--- src/rtl/onewire_sn_master.sv ---
// 1-wire serial-number master: reset/presence, multi-bit write and read.
// Commands arrive as a toggle from the tck domain; completion is a toggle back.
module onewire_sn_master #(
    parameter int DW     = 8,
    parameter int NW     = 4,
    parameter int CW     = 15,
    parameter int T_RST  = 19200,
    parameter int T_PD   = 2800,
    parameter int T_RREC = 16400,
    parameter int T_W0   = 2400,
    parameter int T_W1   = 240,
    parameter int T_RS   = 360,
    parameter int T_SLOT = 2800,
    parameter int T_REC  = 400
) (
    input  logic          clk,
    input  logic          hard_rst,
    input  logic          req_tgl,
    input  logic [1:0]    cmd,
    input  logic [NW-1:0] nbits,
    input  logic [DW-1:0] wdata,
    input  logic          sn_in,
    output logic          sn_out,
    output logic [DW-1:0] rdata,
    output logic          presence,
    output logic          err,
    output logic          busy,
    output logic          done_tgl
);

    typedef enum logic [3:0] {
        S_IDLE,
        S_START,
        S_RST_LOW,
        S_RST_WAIT,
        S_RST_REC,
        S_SLOT_LOW,
        S_SLOT_REL,
        S_RECOV,
        S_FINISH
    } state_e;

    localparam logic [1:0] C_RST = 2'b00;
    localparam logic [1:0] C_WR  = 2'b01;
    localparam logic [1:0] C_RD  = 2'b10;

    localparam logic [CW-1:0] L_RST  = CW'(T_RST - 1);
    localparam logic [CW-1:0] L_PD   = CW'(T_PD - 1);
    localparam logic [CW-1:0] L_RREC = CW'(T_RREC - 1);
    localparam logic [CW-1:0] L_W0   = CW'(T_W0 - 1);
    localparam logic [CW-1:0] L_W1   = CW'(T_W1 - 1);
    localparam logic [CW-1:0] L_SLOT = CW'(T_SLOT - 1);
    localparam logic [CW-1:0] L_REC  = CW'(T_REC - 1);
    localparam logic [CW-1:0] C_RS   = CW'(T_RS);

    logic          req_s1_q, req_s2_q, req_s3_q;
    logic          sn_s1_q, sn_s2_q;
    logic          req;

    state_e        state_q, state_d;
    logic [CW-1:0] cnt_q, cnt_d;
    logic [NW-1:0] idx_q, idx_d;
    logic [1:0]    cmd_q, cmd_d;
    logic [NW-1:0] nb_q, nb_d;
    logic [DW-1:0] wd_q, wd_d;
    logic [DW-1:0] rdata_q, rdata_d;
    logic          pres_q, pres_d;
    logic          err_q, err_d;
    logic          busy_q, busy_d;
    logic          done_q, done_d;
    logic          sn_out_q, sn_out_d;

    logic [DW-1:0] sel;
    logic [DW-1:0] keep;
    logic          cur_bit;
    logic          last_bit;
    logic [CW-1:0] t_low;

    // Synchronisers load 0 so a request already pending at reset release is seen
    always_ff @(posedge clk or negedge hard_rst) begin
        if (!hard_rst) begin
            req_s1_q <= 1'b0;
            req_s2_q <= 1'b0;
            req_s3_q <= 1'b0;
            sn_s1_q  <= 1'b0;
            sn_s2_q  <= 1'b0;
        end else begin
            req_s1_q <= req_tgl;
            req_s2_q <= req_s1_q;
            req_s3_q <= req_s2_q;
            sn_s1_q  <= sn_in;
            sn_s2_q  <= sn_s1_q;
        end
    end

    assign req = req_s2_q ^ req_s3_q;

    assign sel      = DW'(1) << idx_q;
    assign cur_bit  = |(wd_q & sel);
    assign last_bit = (idx_q == nb_q - NW'(1));
    assign t_low    = (cmd_q == C_WR && !cur_bit) ? L_W0 : L_W1;

    always_comb begin
        keep = '0;
        for (int j = 0; j < DW; j++) begin
            keep[j] = (j < int'(nb_q));
        end
    end

    always_ff @(posedge clk or negedge hard_rst) begin
        if (!hard_rst) begin
            state_q  <= S_IDLE;
            cnt_q    <= '0;
            idx_q    <= '0;
            cmd_q    <= 2'b11;
            nb_q     <= '0;
            wd_q     <= '0;
            rdata_q  <= '0;
            pres_q   <= 1'b0;
            err_q    <= 1'b0;
            busy_q   <= 1'b0;
            done_q   <= 1'b0;
            sn_out_q <= 1'b1;
        end else begin
            state_q  <= state_d;
            cnt_q    <= cnt_d;
            idx_q    <= idx_d;
            cmd_q    <= cmd_d;
            nb_q     <= nb_d;
            wd_q     <= wd_d;
            rdata_q  <= rdata_d;
            pres_q   <= pres_d;
            err_q    <= err_d;
            busy_q   <= busy_d;
            done_q   <= done_d;
            sn_out_q <= sn_out_d;
        end
    end

    always_comb begin
        state_d = state_q;
        cnt_d   = cnt_q + CW'(1);
        idx_d   = idx_q;
        cmd_d   = cmd_q;
        nb_d    = nb_q;
        wd_d    = wd_q;
        rdata_d = rdata_q;
        pres_d  = pres_q;
        err_d   = err_q;
        done_d  = done_q;

        unique case (state_q)
            S_IDLE: begin
                cnt_d = '0;
                if (req) begin
                    state_d = S_START;
                    cmd_d   = cmd;
                    nb_d    = (int'(nbits) > DW) ? NW'(DW) : nbits;
                    wd_d    = wdata;
                    idx_d   = '0;
                end
            end
            S_START: begin
                cnt_d = '0;
                if (!sn_s2_q) begin
                    err_d   = 1'b1;
                    state_d = S_FINISH;
                end else begin
                    err_d = 1'b0;
                    if (cmd_q == C_RST) begin
                        state_d = S_RST_LOW;
                    end else if (cmd_q == C_WR || cmd_q == C_RD) begin
                        state_d = (nb_q != '0) ? S_SLOT_LOW : S_FINISH;
                        if (cmd_q == C_RD) begin
                            rdata_d = rdata_q & keep;
                        end
                    end else begin
                        state_d = S_FINISH;
                    end
                end
            end
            S_RST_LOW: begin
                if (cnt_q == L_RST) begin
                    state_d = S_RST_WAIT;
                    cnt_d   = '0;
                end
            end
            S_RST_WAIT: begin
                if (cnt_q == L_PD) begin
                    pres_d  = ~sn_s2_q;
                    state_d = S_RST_REC;
                    cnt_d   = '0;
                end
            end
            S_RST_REC: begin
                if (cnt_q == L_RREC) begin
                    state_d = S_FINISH;
                    cnt_d   = '0;
                end
            end
            S_SLOT_LOW: begin
                // Counter keeps running into SLOT_REL so slot length is absolute
                if (cnt_q == t_low) begin
                    state_d = S_SLOT_REL;
                end
            end
            S_SLOT_REL: begin
                if (cmd_q == C_RD && cnt_q == C_RS) begin
                    rdata_d = sn_s2_q ? (rdata_q | sel) : (rdata_q & ~sel);
                end
                if (cnt_q == L_SLOT) begin
                    state_d = S_RECOV;
                    cnt_d   = '0;
                end
            end
            S_RECOV: begin
                if (cnt_q == L_REC) begin
                    cnt_d = '0;
                    if (last_bit) begin
                        state_d = S_FINISH;
                    end else if (!sn_s2_q) begin
                        err_d   = 1'b1;
                        state_d = S_FINISH;
                    end else begin
                        idx_d   = idx_q + NW'(1);
                        state_d = S_SLOT_LOW;
                    end
                end
            end
            S_FINISH: begin
                cnt_d   = '0;
                done_d  = ~done_q;
                state_d = S_IDLE;
            end
            default: begin
                cnt_d   = '0;
                state_d = S_IDLE;
            end
        endcase

        // Registered from next state so the pin edge lands on the state-entry edge
        sn_out_d = ~(state_d == S_RST_LOW || state_d == S_SLOT_LOW);
        busy_d   = (state_d != S_IDLE);
    end

    assign sn_out   = sn_out_q;
    assign rdata    = rdata_q;
    assign presence = pres_q;
    assign err      = err_q;
    assign busy     = busy_q;
    assign done_tgl = done_q;

endmodule

--- config.mk ---
export PLATFORM = sky130hd
export DESIGN_NAME = onewire_sn_master
export DESIGN_NICKNAME = d
export VERILOG_FILES = /design/src/rtl/onewire_sn_master.sv
export SDC_FILE = /design/constraint.sdc
export NUM_CORES = 1
export LEC_CHECK = 0
export BUFFER_PORTS_ARGS = -buffer_cell sky130_fd_sc_hd__buf_4
export CORE_MARGIN = 4
export CORE_UTILIZATION = 45
export CTS_CLUSTER_DIAMETER = 50
export DETAILED_ROUTE_END_ITERATION = 8
export PLACE_DENSITY = 0.75
export SLEW_MARGIN = 10
export SYNTH_ARGS = -nofsm -noshare
export SYNTH_HDL_FRONTEND = slang
export SYNTH_SLANG_ARGS = --single-unit
--- constraint.sdc ---
create_clock -name clk -period 2.31 [get_ports clk]
set_clock_uncertainty 0.2 [all_clocks]
set_input_delay 0.3465 -clock clk [delete_from_list [all_inputs] [get_ports clk]]
set_output_delay 0.3465 -clock clk [all_outputs]
set_load 0.01 [all_outputs]
==> impl_metrics.tcl <==
set metrics [dict create \
    status "complete, no violations" \
    clkPwrFrac_pct 14.4 \
    synth_area_per_cell_um2 9.22 \
    ys.flop_type "sky130_fd_sc_hd__dfrtp_1" \
    floorplan.die_area_um2 8540 \
    final-setup-viol-count 0 \
    drt-pass1-iter-count 4 \
    clk_path_buf_depth 2 \
    postSynthCellCount 348 \
    worstPathRequired_ps 2340 \
    ys_warn_count 0 \
    first_pass_grt_wire_length_mm 12.4 \
    drt-initial-drc-count 144 \
    globalRoute.totalOverflow 0 \
    final_critical_path_setup_slack_ps 24.1 \
    finalNetCount 447 \
    vdd.ir_drop.worst_v 0.000397 \
    layout-drive-gt1-share_pct 34.0 \
    slew_viol_final 0 \
    globalRouteTotalUtil_pct 17.9 \
    core_region_area_um2 6870 \
    worst_ep_arrival_time_ps 2320 \
    min-delay-path-class "primary input to flip-flop" \
    leakage_uw 0.00178 \
    io_buffers 30 \
    timing.critical_path.from_type "flip-flop" \
    maxCapViolations 0 \
    cts_buffers 5 \
    post-route-period-util_pct 99.0 \
    wl_met1_mm 3.19 \
    synth_fp_nets 381 \
    p_seq_share_pct 36.6 \
    n_antenna_cell 0 \
    drt.antenna.violating_nets 0 \
    synth_enable_flop_cells 0 \
    clock_latency_ps 320 \
    pwr-share-comb_pct 49.0 \
    synth-seq-cells 55 \
    fin_setup_tns_ps 0 \
    clk_transition_reported_paths_ps 110 \
    power.share.switching_pct 39.3 \
    report.final.hold_viol_count 0 \
    initial_cell_density_of_the_core_pct 46.7 \
    gp_routability_congestion 0.885 \
    p_per_area_nw_per_um2 903 \
    highest-signal-layer "met4" \
    route.vias.total 2691 \
    synthDistinctLibCells 62 \
    netSwitchingPower_uw 1470 \
    post-dp-hpwl_mm 5.34 \
    tightestPinTransition_ps 688 \
    clock-sinks 55 \
    worstSetupPathType "flip-flop to flip-flop" \
    route.final.wire_length_mm 7.51 \
    finalCoreUtilization_pct 60.3 \
    ctsHtreeMaxLevel 2 \
    die_h_um 92.4 \
    grt_pass1_vias 2762 \
    max_clock_freq_mhz 437 \
    cts-root-buf "sky130_fd_sc_hd__clkbuf_8" \
    routed-wl-met2_mm 3.84 \
    synth_sequential_area_ratio_pct 43.0 \
    tritoncts_clock_tree "done" \
    met3_length_um 262 \
    avgViaCountPerCell 5.27 \
    grt_antenna_before_repair 0 \
    critPathCaptureType "flip-flop" \
    ioPinCount 31 \
    die_width_um 92.4 \
    largest_net_degree_at_the_start_of_global_routing 56 \
    place_worst_setup_slack_ps -139 \
    area_growth_syn_to_layout_pct 29.1 \
    power_report.internal_total_uw 2270 \
    slew-limit-headroom_pct 54.1 \
    fp-row-count 30 \
    final_period_minus_worst_setup_slack_ps 2290 \
    postSynth.asyncResetShare_pct 100 \
    number_of_drc_violations_after_detailed_routing 0 \
    grt_setup_unrepaired "true" \
    syn_area_um2 3210 \
    timing.critical_path.fanout_max 7 \
    wl_per_cell_um 14.7 \
]
==> path summary, 6_finish.rpt <==
check	from	end	slack (ps)	cells after the start
min in group asynchronous	hard_rst	wd_q[6]$_DFFE_PN0P_	410	2
setup reg to reg	cnt_q[8]$_DFF_PN0_	sn_out$_DFF_PN1_	20	7
setup / recovery	cnt_q[8]$_DFF_PN0_	sn_out$_DFF_PN1_	20	7
hold / removal	wdata[5]	wd_q[5]$_DFFE_PN0P_	7	3
max in group asynchronous	hard_rst	cnt_q[11]$_DFF_PN0_	1000	2
hold reg to reg	sn_s1_q$_DFF_PN0_	sn_s2_q$_DFF_PN0_	150	0
==> metal layers <==
| metal | vias up | global-route usage [%] |
|---|---|---|
| li1 | 1333 | - |
| met1 | 1284 | 20.7 |
| met2 | 53 | 32.4 |
| met3 | 21 | 3.41 |
| met4 | 0 | 7.30 |
| met5 | - | 0 |
==> cells by family after synthesis <==
logic type | after synthesis | share of synthesized area (%)
flip-flops | 55 | 43.0
AND/OR/NAND/NOR | 152 | 25.4
XOR/XNOR | 20 | 5.70
multiplexers | 3 | 0.975
buffers and inverters | 40 | 5.81
AO/OA/AOI/OAI | 63 | 13.3
adder cells (fa/ha/maj) | 15 | 5.85
==> stage by stage <==
step	instance area, um2	hold WS (ps)	total power, uW	instances
2_1_floorplan	3210	-149	2340	348
3_3_place_gp	3740	137	2860	494
3_5_place_dp	3740	136	2910	494
4_1_cts	3940	3.58	3500	509
5_1_grt	4140	7.16	4000	511
6_report	4140	7.10	3740	511
==> power groups by stage <==
stage          registers, uW  clock network, uW  logic [uW]
2_1_floorplan           1330                  0        1010
3_3_place_gp            1360                  0        1510
3_5_place_dp            1360                  0        1560
4_1_cts                 1350                550        1590
5_1_grt                 1400                588        2010
6_report                1370                537        1830
==> worst max-delay path, cell delays in order, from the launching register on <==
cell,delay (ps)
sky130_fd_sc_hd__dfrtp_2,470
sky130_fd_sc_hd__buf_4,160
sky130_fd_sc_hd__nor4_2,230
sky130_fd_sc_hd__nand4_1,190
sky130_fd_sc_hd__or4_1,500
sky130_fd_sc_hd__o211ai_1,170
sky130_fd_sc_hd__nor3b_2,100
sky130_fd_sc_hd__a32oi_1,190
==> timing repair <==
action	in CTS	in global routing
hold buffers	3	0
resized for setup	14	37
buffers inserted	4	2
pin swaps	9	11
endpoints found under the setup margin	10	31
endpoints found under the hold margin	54	0
==> layout by cell type (no fill, tap or decap), types with 2 or more instances in the layout <==
| cell type | n |
|---|---|
| sky130_fd_sc_hd__nand4_1 | 3 |
| sky130_fd_sc_hd__nor2b_1 | 5 |
| sky130_fd_sc_hd__dfstp_2 | 3 |
| sky130_fd_sc_hd__and2_1 | 2 |
| sky130_fd_sc_hd__nor3_1 | 6 |
| sky130_fd_sc_hd__o21ai_1 | 2 |
| sky130_fd_sc_hd__inv_1 | 18 |
| sky130_fd_sc_hd__inv_2 | 3 |
| sky130_fd_sc_hd__xnor2_1 | 10 |
| sky130_fd_sc_hd__nand3b_1 | 6 |
| sky130_fd_sc_hd__and3_1 | 2 |
| sky130_fd_sc_hd__buf_4 | 75 |
| sky130_fd_sc_hd__dlygate4sd3_1 | 3 |
| sky130_fd_sc_hd__a22oi_1 | 4 |
| sky130_fd_sc_hd__o22ai_1 | 3 |
| sky130_fd_sc_hd__nor4_1 | 2 |
| sky130_fd_sc_hd__nor2_1 | 28 |
| sky130_fd_sc_hd__nand2_2 | 2 |
| sky130_fd_sc_hd__nor4bb_2 | 2 |
| sky130_fd_sc_hd__or2_2 | 2 |
| sky130_fd_sc_hd__o21ai_0 | 22 |
| sky130_fd_sc_hd__ha_4 | 4 |
| sky130_fd_sc_hd__and4_1 | 2 |
| sky130_fd_sc_hd__nand3_1 | 6 |
| sky130_fd_sc_hd__nand2b_1 | 3 |
| sky130_fd_sc_hd__clkbuf_8 | 5 |
| sky130_fd_sc_hd__o32a_1 | 2 |
| sky130_fd_sc_hd__nand2_1 | 56 |
| sky130_fd_sc_hd__nor3b_1 | 2 |
| sky130_fd_sc_hd__o211ai_1 | 2 |
| sky130_fd_sc_hd__dfrtp_1 | 43 |
| sky130_fd_sc_hd__dfrtp_2 | 9 |
| sky130_fd_sc_hd__or3_1 | 4 |
| sky130_fd_sc_hd__ha_1 | 8 |
| sky130_fd_sc_hd__ha_2 | 3 |
| sky130_fd_sc_hd__xor2_1 | 6 |
| sky130_fd_sc_hd__a41oi_1 | 2 |
| sky130_fd_sc_hd__a21oi_1 | 9 |
| sky130_fd_sc_hd__nor4_4 | 2 |
==> Yosys cell counts (all sizes together) (2+ instances only) <==
| cell | number | area (um2) |
|---|---|---|
| nand3 | 7 | 40.0 |
| clkbuf | 6 | 23.8 |
| o31ai | 3 | 22.5 |
| or2 | 3 | 18.8 |
| and3 | 3 | 18.8 |
| nand3b | 6 | 45.0 |
| and2 | 2 | 12.5 |
| ha | 15 | 188 |
| xor2 | 8 | 77.6 |
| nor4 | 5 | 37.5 |
| nor2 | 29 | 116 |
| or3b | 2 | 17.5 |
| inv | 21 | 78.8 |
| a21oi | 10 | 50.1 |
| o21ai | 25 | 125 |
| a22oi | 5 | 37.5 |
| and4 | 2 | 17.5 |
| nor4b | 2 | 17.5 |
| o211ai | 3 | 27.5 |
| o22ai | 4 | 31.3 |
| xnor2 | 12 | 105 |
| buf | 13 | 83.8 |
| nand2b | 3 | 18.8 |
| nand4 | 4 | 40.0 |
| nor2b | 5 | 31.3 |
| nor3 | 8 | 56.3 |
| or3 | 4 | 25.0 |
| a41oi | 2 | 17.5 |
| mux2i | 2 | 20.0 |
| dfrtp | 52 | 1300 |
| nor3b | 3 | 22.5 |
| nand2 | 58 | 218 |
| dfstp | 3 | 78.8 |
| o32a | 3 | 31.3 |
| nor4bb | 3 | 30.0 |
==> cell type report <==
class,instances,area [um2]
well taps,96,120
multi-input cells,253,1870
repair buffers,78,593
inverters,21,78.8
clock inverters,2,12.5
flip-flops and latches,55,1390
clock buffers,6,72.6
fillers,573,2730
Power figures use the tool's default switching activity.
